--- config.mk ---
export PLATFORM = sky130hd
export DESIGN_NAME = tx_scrambler_flat
export DESIGN_NICKNAME = d
export VERILOG_FILES = /design/src/rtl/scr_pkg.sv /design/src/rtl/tx_scrambler_if.sv /design/src/rtl/scr_lfsr_byte.sv /design/src/rtl/tx_scrambler.sv /design/src/flat_wrapper.sv
export SDC_FILE = /design/constraint.sdc
export NUM_CORES = 1
export LEC_CHECK = 0
export BUFFER_PORTS_ARGS = -buffer_cell sky130_fd_sc_hd__buf_2
export CAP_MARGIN = 10
export CORE_UTILIZATION = 30
export CTS_CLUSTER_SIZE = 20
export DETAILED_ROUTE_END_ITERATION = 7
export GPL_TIMING_DRIVEN = 0
export SYNTH_ARGS = -nofsm -noshare
export SYNTH_HDL_FRONTEND = slang
export SYNTH_HIERARCHICAL = 1
export SYNTH_SLANG_ARGS = --single-unit
--- constraint.sdc ---
create_clock -name clk -period 7.1 [get_ports clk]
set_input_delay 0 -clock clk [delete_from_list [all_inputs] [get_ports clk]]
set_output_delay 0 -clock clk [all_outputs]
set_load 0.05 [all_outputs]
--- src/rtl/scr_pkg.sv ---
// scr_pkg: symbol constants, polynomial taps and per-byte context types
// shared by the PIPE TX scrambler.
package scr_pkg;

   localparam logic [7:0]  COM         = 8'hBC;
   localparam logic [7:0]  SKP         = 8'h1C;
   localparam logic [1:0]  SH_DATA     = 2'b10;
   localparam logic [1:0]  SH_OS       = 2'b01;
   localparam logic [7:0]  OS_EIEOS    = 8'h00;
   localparam logic [7:0]  OS_SKP      = 8'hAA;
   localparam logic [15:0] LFSR16_SEED = 16'hFFFF;

   // Galois feedback taps below the top term of each polynomial
   localparam logic [15:0] POLY16 = 16'h0038;
   localparam logic [22:0] POLY23 = 23'h210124;

   typedef enum logic [1:0] {
      OS_NONE,
      OS_EIE,
      OS_SKIP,
      OS_OTHER
   } os_type_e;

   typedef struct packed {
      logic [22:0] lfsr;
      logic [3:0]  cnt;
      os_type_e    os;
      logic        act;
      logic [1:0]  sh;
   } ctx_t;

   typedef struct packed {
      ctx_t       ctx;
      logic [7:0] data;
   } step_t;

   function automatic os_type_e os_decode(input logic [7:0] b);
      os_type_e t;
      unique case (1'b1)
         (b == OS_EIEOS): t = OS_EIE;
         (b == OS_SKP):   t = OS_SKIP;
         default:         t = OS_OTHER;
      endcase
      return t;
   endfunction

endpackage

--- src/rtl/tx_scrambler_if.sv ---
// tx_scrambler_if: link-layer word in, scrambled PIPE word out.
// master drives the TX word, slave is the scrambler.
interface tx_scrambler_if;

   logic        dataValid;
   logic        startBlock;
   logic [1:0]  syncHeader;
   logic [31:0] txData;
   logic [3:0]  txDataK;

   logic        scrDataValid;
   logic [1:0]  scrSyncHeader;
   logic        scrStartBlock;
   logic [31:0] scrData;
   logic [3:0]  scrDataK;

   modport master (
      output dataValid, startBlock, syncHeader, txData, txDataK,
      input  scrDataValid, scrSyncHeader, scrStartBlock,
      input  scrData, scrDataK
   );

   modport slave (
      input  dataValid, startBlock, syncHeader, txData, txDataK,
      output scrDataValid, scrSyncHeader, scrStartBlock,
      output scrData, scrDataK
   );

endinterface

--- src/rtl/scr_lfsr_byte.sv ---
// scr_lfsr_byte: eight serial LFSR shifts for one byte lane; the
// scrambling bit for each shift is the LFSR MSB before that shift.
module scr_lfsr_byte
   import scr_pkg::*;
(
   input  logic [22:0] state,
   input  logic        gen3Mode,
   output logic [22:0] nxt,
   output logic [7:0]  sbyte
);

   logic [22:0] s;

   always_comb begin
      s     = state;
      sbyte = '0;
      for (int i = 0; i < 8; i++) begin
         if (gen3Mode) begin
            sbyte[i] = s[22];
            s = {s[21:0], s[22]}
              ^ (s[22] ? POLY23 : 23'd0);
         end else begin
            sbyte[i] = s[15];
            s = {7'd0, s[14:0], s[15]}
              ^ {7'd0, (s[15] ? POLY16 : 16'd0)};
         end
      end
      nxt = s;
   end

endmodule

--- src/rtl/tx_scrambler.sv ---
// tx_scrambler: single-lane PIPE TX scrambler, Gen1/2 8b/10b and
// Gen3+ 128b/130b rules, four byte lanes chained per word.
module tx_scrambler
   import scr_pkg::*;
(
   input logic        clk,
   input logic        reset,
   input logic        turnOff,
   input logic        gen3Mode,
   input logic [5:0]  PIPEWIDTH,
   input logic [23:0] seedValue,
   tx_scrambler_if.slave bus
);

   function automatic step_t byte_step(
      input ctx_t        c_in,
      input logic [22:0] st_adv,
      input logic [7:0]  sb,
      input logic [7:0]  d,
      input logic        k,
      input logic        on,
      input logic        sob,
      input logic [1:0]  sh_in,
      input logic        g3,
      input logic [22:0] sd
   );
      step_t r;
      logic  scr;
      logic  adv;
      r.ctx  = c_in;
      r.data = d;
      scr    = 1'b0;
      adv    = 1'b0;
      if (on && !g3) begin
         if (k && d == COM)
            r.ctx.lfsr = {7'd0, LFSR16_SEED};
         else if (!(k && d == SKP)) begin
            adv = 1'b1;
            scr = ~k;
         end
      end else if (on) begin
         if (sob) begin
            r.ctx.cnt = 4'd0;
            r.ctx.sh  = sh_in;
            r.ctx.act = 1'b1;
            r.ctx.os  = OS_NONE;
         end
         if (r.ctx.act && r.ctx.sh == SH_DATA) begin
            adv = 1'b1;
            scr = 1'b1;
         end else if (r.ctx.act) begin
            // SKP OS may run past 16 bytes, so its type survives the wrap
            if (r.ctx.cnt == 4'd0 && r.ctx.os != OS_SKIP)
               r.ctx.os = os_decode(d);
            adv = (r.ctx.os == OS_EIE) || (r.ctx.os == OS_OTHER);
            scr = (r.ctx.os == OS_OTHER) && (r.ctx.cnt != 4'd0);
         end
      end
      if (adv)
         r.ctx.lfsr = st_adv;
      if (on && g3 && r.ctx.act) begin
         if (r.ctx.sh != SH_DATA && r.ctx.os == OS_EIE
             && r.ctx.cnt == 4'd15)
            r.ctx.lfsr = sd;
         r.ctx.cnt = r.ctx.cnt + 4'd1;
      end
      if (scr)
         r.data = d ^ sb;
      return r;
   endfunction

   logic [15:0] lfsr16;
   logic [22:0] lfsr23;
   logic [3:0]  blk_cnt;
   os_type_e    os_q;
   logic        act_q;
   logic [1:0]  sh_q;
   logic        load_pending;
   logic        gen3_q;

   logic        toggle;
   logic        load;
   logic        run;
   logic [22:0] seed;
   logic [15:0] l16_start;
   logic [22:0] l23_start;
   logic [3:0]  en;
   logic        unused_seed_msb;

   ctx_t        c0, c1, c2, c3, c4;
   step_t       r0, r1, r2, r3;
   logic [22:0] n0, n1, n2, n3;
   logic [7:0]  k0, k1, k2, k3;

   assign seed            = seedValue[22:0];
   assign unused_seed_msb = seedValue[23];
   assign toggle          = gen3Mode ^ gen3_q;
   assign load            = load_pending | toggle;
   assign run             = bus.dataValid & ~turnOff;
   assign l16_start       = load ? LFSR16_SEED : lfsr16;
   assign l23_start       = load ? seed : lfsr23;

   always_comb begin
      en = 4'b1111;
      unique case (PIPEWIDTH)
         6'd8:    en = 4'b0001;
         6'd16:   en = 4'b0011;
         default: en = 4'b1111;
      endcase
   end

   assign c0 = '{
      lfsr: gen3Mode ? l23_start : {7'd0, l16_start},
      cnt:  blk_cnt,
      os:   os_q,
      act:  act_q & ~toggle,
      sh:   sh_q
   };

   scr_lfsr_byte u_b0 (
      .state(c0.lfsr), .gen3Mode(gen3Mode), .nxt(n0), .sbyte(k0)
   );
   scr_lfsr_byte u_b1 (
      .state(c1.lfsr), .gen3Mode(gen3Mode), .nxt(n1), .sbyte(k1)
   );
   scr_lfsr_byte u_b2 (
      .state(c2.lfsr), .gen3Mode(gen3Mode), .nxt(n2), .sbyte(k2)
   );
   scr_lfsr_byte u_b3 (
      .state(c3.lfsr), .gen3Mode(gen3Mode), .nxt(n3), .sbyte(k3)
   );

   assign r0 = byte_step(c0, n0, k0, bus.txData[7:0],
                         bus.txDataK[0], en[0],
                         bus.startBlock & gen3Mode,
                         bus.syncHeader, gen3Mode, seed);
   assign c1 = r0.ctx;
   assign r1 = byte_step(c1, n1, k1, bus.txData[15:8],
                         bus.txDataK[1], en[1], 1'b0,
                         bus.syncHeader, gen3Mode, seed);
   assign c2 = r1.ctx;
   assign r2 = byte_step(c2, n2, k2, bus.txData[23:16],
                         bus.txDataK[2], en[2], 1'b0,
                         bus.syncHeader, gen3Mode, seed);
   assign c3 = r2.ctx;
   assign r3 = byte_step(c3, n3, k3, bus.txData[31:24],
                         bus.txDataK[3], en[3], 1'b0,
                         bus.syncHeader, gen3Mode, seed);
   assign c4 = r3.ctx;

   always_ff @(posedge clk or negedge reset) begin
      if (!reset) begin
         lfsr16            <= LFSR16_SEED;
         lfsr23            <= '0;
         blk_cnt           <= '0;
         os_q              <= OS_NONE;
         act_q             <= 1'b0;
         sh_q              <= '0;
         load_pending      <= 1'b1;
         gen3_q            <= 1'b0;
         bus.scrDataValid  <= 1'b0;
         bus.scrSyncHeader <= '0;
         bus.scrStartBlock <= 1'b0;
         bus.scrData       <= '0;
         bus.scrDataK      <= '0;
      end else begin
         gen3_q       <= gen3Mode;
         load_pending <= 1'b0;
         if (run) begin
            if (gen3Mode) begin
               lfsr23 <= c4.lfsr;
               lfsr16 <= l16_start;
            end else begin
               lfsr16 <= c4.lfsr[15:0];
               lfsr23 <= l23_start;
            end
            blk_cnt <= c4.cnt;
            os_q    <= c4.os;
            act_q   <= c4.act;
            sh_q    <= c4.sh;
         end else begin
            lfsr16 <= l16_start;
            lfsr23 <= l23_start;
            act_q  <= act_q & ~toggle;
         end
         bus.scrDataValid  <= bus.dataValid;
         bus.scrSyncHeader <= bus.syncHeader;
         bus.scrStartBlock <= bus.startBlock;
         bus.scrDataK      <= bus.txDataK;
         bus.scrData       <= run
            ? {r3.data, r2.data, r1.data, r0.data}
            : bus.txData;
      end
   end

endmodule

--- src/flat_wrapper.sv ---
// flat-port wrapper written by rule: the top's interface ports become plain ports
module tx_scrambler_flat import scr_pkg::*;
  (clk, reset, turnOff, gen3Mode, PIPEWIDTH, seedValue, bus_dataValid, bus_startBlock, bus_syncHeader, bus_txData, bus_txDataK, bus_scrDataValid, bus_scrSyncHeader, bus_scrStartBlock, bus_scrData, bus_scrDataK);
  tx_scrambler_if bus_i ();
  input logic clk;
  input logic reset;
  input logic turnOff;
  input logic gen3Mode;
  input logic [5:0] PIPEWIDTH;
  input logic [23:0] seedValue;
  input wire logic [$bits(bus_i.dataValid)-1:0] bus_dataValid;
  input wire logic [$bits(bus_i.startBlock)-1:0] bus_startBlock;
  input wire logic [$bits(bus_i.syncHeader)-1:0] bus_syncHeader;
  input wire logic [$bits(bus_i.txData)-1:0] bus_txData;
  input wire logic [$bits(bus_i.txDataK)-1:0] bus_txDataK;
  output wire logic [$bits(bus_i.scrDataValid)-1:0] bus_scrDataValid;
  output wire logic [$bits(bus_i.scrSyncHeader)-1:0] bus_scrSyncHeader;
  output wire logic [$bits(bus_i.scrStartBlock)-1:0] bus_scrStartBlock;
  output wire logic [$bits(bus_i.scrData)-1:0] bus_scrData;
  output wire logic [$bits(bus_i.scrDataK)-1:0] bus_scrDataK;
  assign bus_i.dataValid = bus_dataValid;
  assign bus_i.startBlock = bus_startBlock;
  assign bus_i.syncHeader = bus_syncHeader;
  assign bus_i.txData = bus_txData;
  assign bus_i.txDataK = bus_txDataK;
  assign bus_scrDataValid = bus_i.scrDataValid;
  assign bus_scrSyncHeader = bus_i.scrSyncHeader;
  assign bus_scrStartBlock = bus_i.scrStartBlock;
  assign bus_scrData = bus_i.scrData;
  assign bus_scrDataK = bus_i.scrDataK;
  tx_scrambler u_core (.clk(clk), .reset(reset), .turnOff(turnOff), .gen3Mode(gen3Mode), .PIPEWIDTH(PIPEWIDTH), .seedValue(seedValue), .bus(bus_i));
endmodule
==> impl_metrics.py <==
metrics = {
    "status": {
        "outcome": "finished clean",
    },
    "synth": {
        "yosys_warnings": 6,
        "synth_async_sr_flop_share": 1.00,
        "ys.flop_type": "dfrtp_1",
        "syn_area_mm2": 0.0105,
        "ys_seq_area_frac": 0.217,
        "netlist_instances": 1307,
        "syn_area_per_cell_um2": 8.01,
        "synth.distinct_cells": 87,
        "ys_ff_latch": 90,
        "synth_edf_count": 0,
        "syn-num-nets": 1388,
    },
    "routing": {
        "drtIter0Drc": 1394,
        "wirelength_um": 42700,
        "antenna_left": 0,
        "drc": 0,
        "wl_per_cell_um": 21.5,
        "via_per_inst": 5.50,
        "vias": 10900,
        "first_pass_iters": 5,
    },
    "global_routing": {
        "grt_pass1_wl_um": 63200,
        "grt_pass1_vias": 10500,
        "grtUsageMet3": 0.0369,
        "antenna_found_initial": 1,
        "grt_max_degree": 47,
        "gr-total-overflow": 0,
        "use_met1": 0.310,
        "grt.total_usage": 0.235,
        "gr-max-usage-layer": "met2",
        "grt_use_met2": 0.379,
    },
    "clock_tree": {
        "clockRootBuffer": "clkbuf_16",
        "h-tree-depth": 3,
        "cts_tree": "built",
        "clk_path_buf_depth": 2,
        "clkLatencyLatePin_ns": 0.37,
        "clock-sinks": 90,
        "clk_pin_slew_worst_paths_ns": 0.07,
        "cts_buffers": 9,
    },
    "place": {
        "place.gp.congestion": 1.02,
        "dpl.hpwl_um": 33100,
        "io_buffers": 112,
        "place_area_mm2": 0.0116,
    },
    "critical_path": {
        "critical_path_class": "reg -> reg",
        "path_buf_inv": 6,
        "cp.arrival_ns": 7.23,
        "r2r_slack_ns": 0.17,
        "setup.worst_path.start_class": "flop",
        "required_ns": 7.39,
        "cp_top_family": "XOR/XNOR gates",
        "critPathMaxStageDelay_ns": 0.49,
        "crit_slowest_cell": "xnor3_2",
        "critPathCaptureType": "flop",
        "cp_max_fo": 10,
    },
    "layout": {
        "num_antenna_cells": 0,
        "stdcell_area_mm2": 0.0137,
        "drive_above_1_share": 0.290,
        "area_delta_synth_final_pct": 30.6,
        "nets": 1607,
        "finish.utilization": 0.397,
    },
    "sta": {
        "setup_violations": 0,
        "finalClockSkew_ns": 0.00950,
        "timing.setup.tns_ns": 0,
        "rsz0062_at_grt": "yes",
        "drv_slew": 0,
        "final-hold-violation-count": 0,
        "tightest_slew_ns": 1.12,
        "relSlewSlack": 0.252,
        "post-route-period-util": 0.976,
        "fmax_mhz": 144,
        "min_period_ns": 6.93,
    },
    "pwr": {
        "cellLeakagePower_uw": 0.00549,
        "power_density_mw_per_mm2": 408,
        "combPwrFrac": 0.779,
        "peakVddDrop_mv": 0.209,
        "power.share.sequential": 0.119,
        "p_sw_uw": 2730,
        "power.share.clock": 0.102,
        "internal_power_uw": 2850,
        "p_sw_frac": 0.489,
    },
    "floorplan": {
        "die_area_mm2": 0.0356,
        "start_util": 0.304,
        "dieWidth_um": 189,
        "fp.dieH_um": 189,
        "std_cell_rows": 68,
        "io_pins": 114,
        "core-area_mm2": 0.0345,
    },
    "hold_path": {
        "holdCritPathClass": "in -> reg",
    },
    "flow_run": {
        "cap_violations": 0,
    },
}
[worst paths after layout]
check / to / depth (start not counted) / start
worst min-delay path: u_core/lfsr23[1]$_DFF_PN0_ / 3 / seedValue[1]
worst min register to register: u_core/os_q[1]$_DFFE_PN0P_ / 2 / u_core/os_q[1]$_DFFE_PN0P_
worst max register to register: u_core/lfsr16[9]$_DFF_PN1_ / 35 / u_core/gen3_q$_DFF_PN0_
worst max-delay path: u_core/lfsr16[9]$_DFF_PN1_ / 35 / u_core/gen3_q$_DFF_PN0_
max in group asynchronous: u_core/lfsr16[1]$_DFF_PN1_ / 3 / reset
min in group asynchronous: u_core/bus.scrData[19]$_DFF_PN0_ / 2 / reset
[state kept, by name, summed over array words and instances, names as in the netlist]
name,count
u_core/blk_cnt,4
u_core/lfsr16,16
u_core/gen3_q,1
u_core/bus.scrData,32
u_core/bus.scrSyncHeader,2
u_core/sh_q,2
u_core/lfsr23,23
u_core/bus.scrStartBlock,1
u_core/os_q,2
u_core/load_pending,1
u_core/act_q,1
u_core/bus.scrDataK,4
u_core/bus.scrDataValid,1
[logic make-up (layout without fill, tap and decap cells)]
family                     count (synthesis)  in the layout  share of synthesized area
and+or+nand+nor                          402            402                      0.184
other                                      1              1                   0.000358
buffers and inverters                    160            384                     0.0665
muxes                                     65             65                     0.0684
xor gates and xnor gates                 232            232                      0.225
DFF                                       90             90                      0.217
AOI/OAI and AO/OA                        350            350                      0.230
adders and majority gates                  7              7                    0.00837
[layout make-up]
cell class | instances | area (µm²)
tap | 455 | 569
fill | 3524 | 20800
clock buffer | 10 | 239
buffer | 88 | 479
inverter | 70 | 268
timing repair buffer | 210 | 1470
sequential | 90 | 2270
clock inverter | 6 | 96.3
multi-input combinational | 1057 | 8280
[what timing repair did]
| action | CTS | global route |
|---|---|---|
| setup buffers | 15 | 29 |
| endpoints found under the setup margin | 48 | 40 |
| resized for setup | 92 | 97 |
| endpoints found under the hold margin | 97 | 0 |
| pin swaps | 16 | 34 |
| hold buffers | 53 | 0 |
[worst register-to-register path, delay by kind of cell, from the launching register on]
family                 cells  cell delay, ns
AO/OA/AOI/OAI              7            1.12
XOR/XNOR                  13            2.78
buffers and inverters      6            0.86
flip-flops                 1            0.38
multiplexers               1            0.35
AND/OR/NAND/NOR            8            1.37
[layer usage]
| metal | vias up | wire length, µm |
|---|---|---|
| li1 | 5041 | - |
| met1 | 5324 | 18200 |
| met2 | 478 | 19600 |
| met3 | 80 | 3320 |
| met4 | 0 | 1510 |
| met5 | - | 0 |
[placed cells by master (no fill, tap or decap), drive strengths merged, types with 17 or more instances in the layout]
master       instances
a21oi               83
a2bb2oi             25
buf                201
clkbuf              54
dfrtp               73
dfstp               17
dlygate4sd3         53
inv                 68
mux2                37
mux2i               28
nand2              172
nor2                89
nor3                35
o21ai               88
o22ai               48
xnor2              156
xor2                60
[synth_stat cells, drive strengths merged (5+ instances only)]
library cell,n,area share
a211oi,16,0.012
a21o,11,0.0079
a21oi,83,0.040
a221oi,15,0.017
a2bb2oi,25,0.021
and2,11,0.0068
and3,11,0.0071
buf,40,0.023
clkbuf,50,0.018
dfrtp,73,0.17
dfstp,17,0.043
ha,7,0.0084
inv,66,0.024
mux2,37,0.041
mux2i,28,0.027
nand2,172,0.062
nand2b,7,0.0042
nand3,11,0.0062
nand4,6,0.0036
nor2,89,0.033
nor2b,9,0.0054
nor3,35,0.017
nor4,9,0.0068
o21a,8,0.0057
o21ai,88,0.042
o221a,16,0.017
o22ai,48,0.029
o32ai,15,0.013
or3,10,0.0060
or3b,8,0.0067
or4,5,0.0043
xnor2,156,0.13
xnor3,16,0.034
xor2,60,0.060
[power by group through the flow]
stage	registers (µW)	clock network (µW)	logic (µW)
finish	666	568	4350
global route	675	601	4580
CTS	661	579	3920
detailed placement	669	0	3600
global placement	668	0	3590
floorplan	737	0	2660
[metrics by stage]
stage / power (µW) / cells / setup slack, ns / hold WS, ns
2_1_floorplan: 3390 / 1307 / 0.308 / -0.296
3_3_place_gp: 4260 / 1874 / -2.17 / 0.125
3_5_place_dp: 4270 / 1875 / -2.03 / 0.0628
4_1_cts: 5160 / 1958 / 0.0178 / 0.000134
5_1_grt: 5860 / 1986 / -0.148 / 0.0342
6_report: 5580 / 1986 / 0.167 / 0.00796
Note: power is estimated with default switching activity, not from simulation.
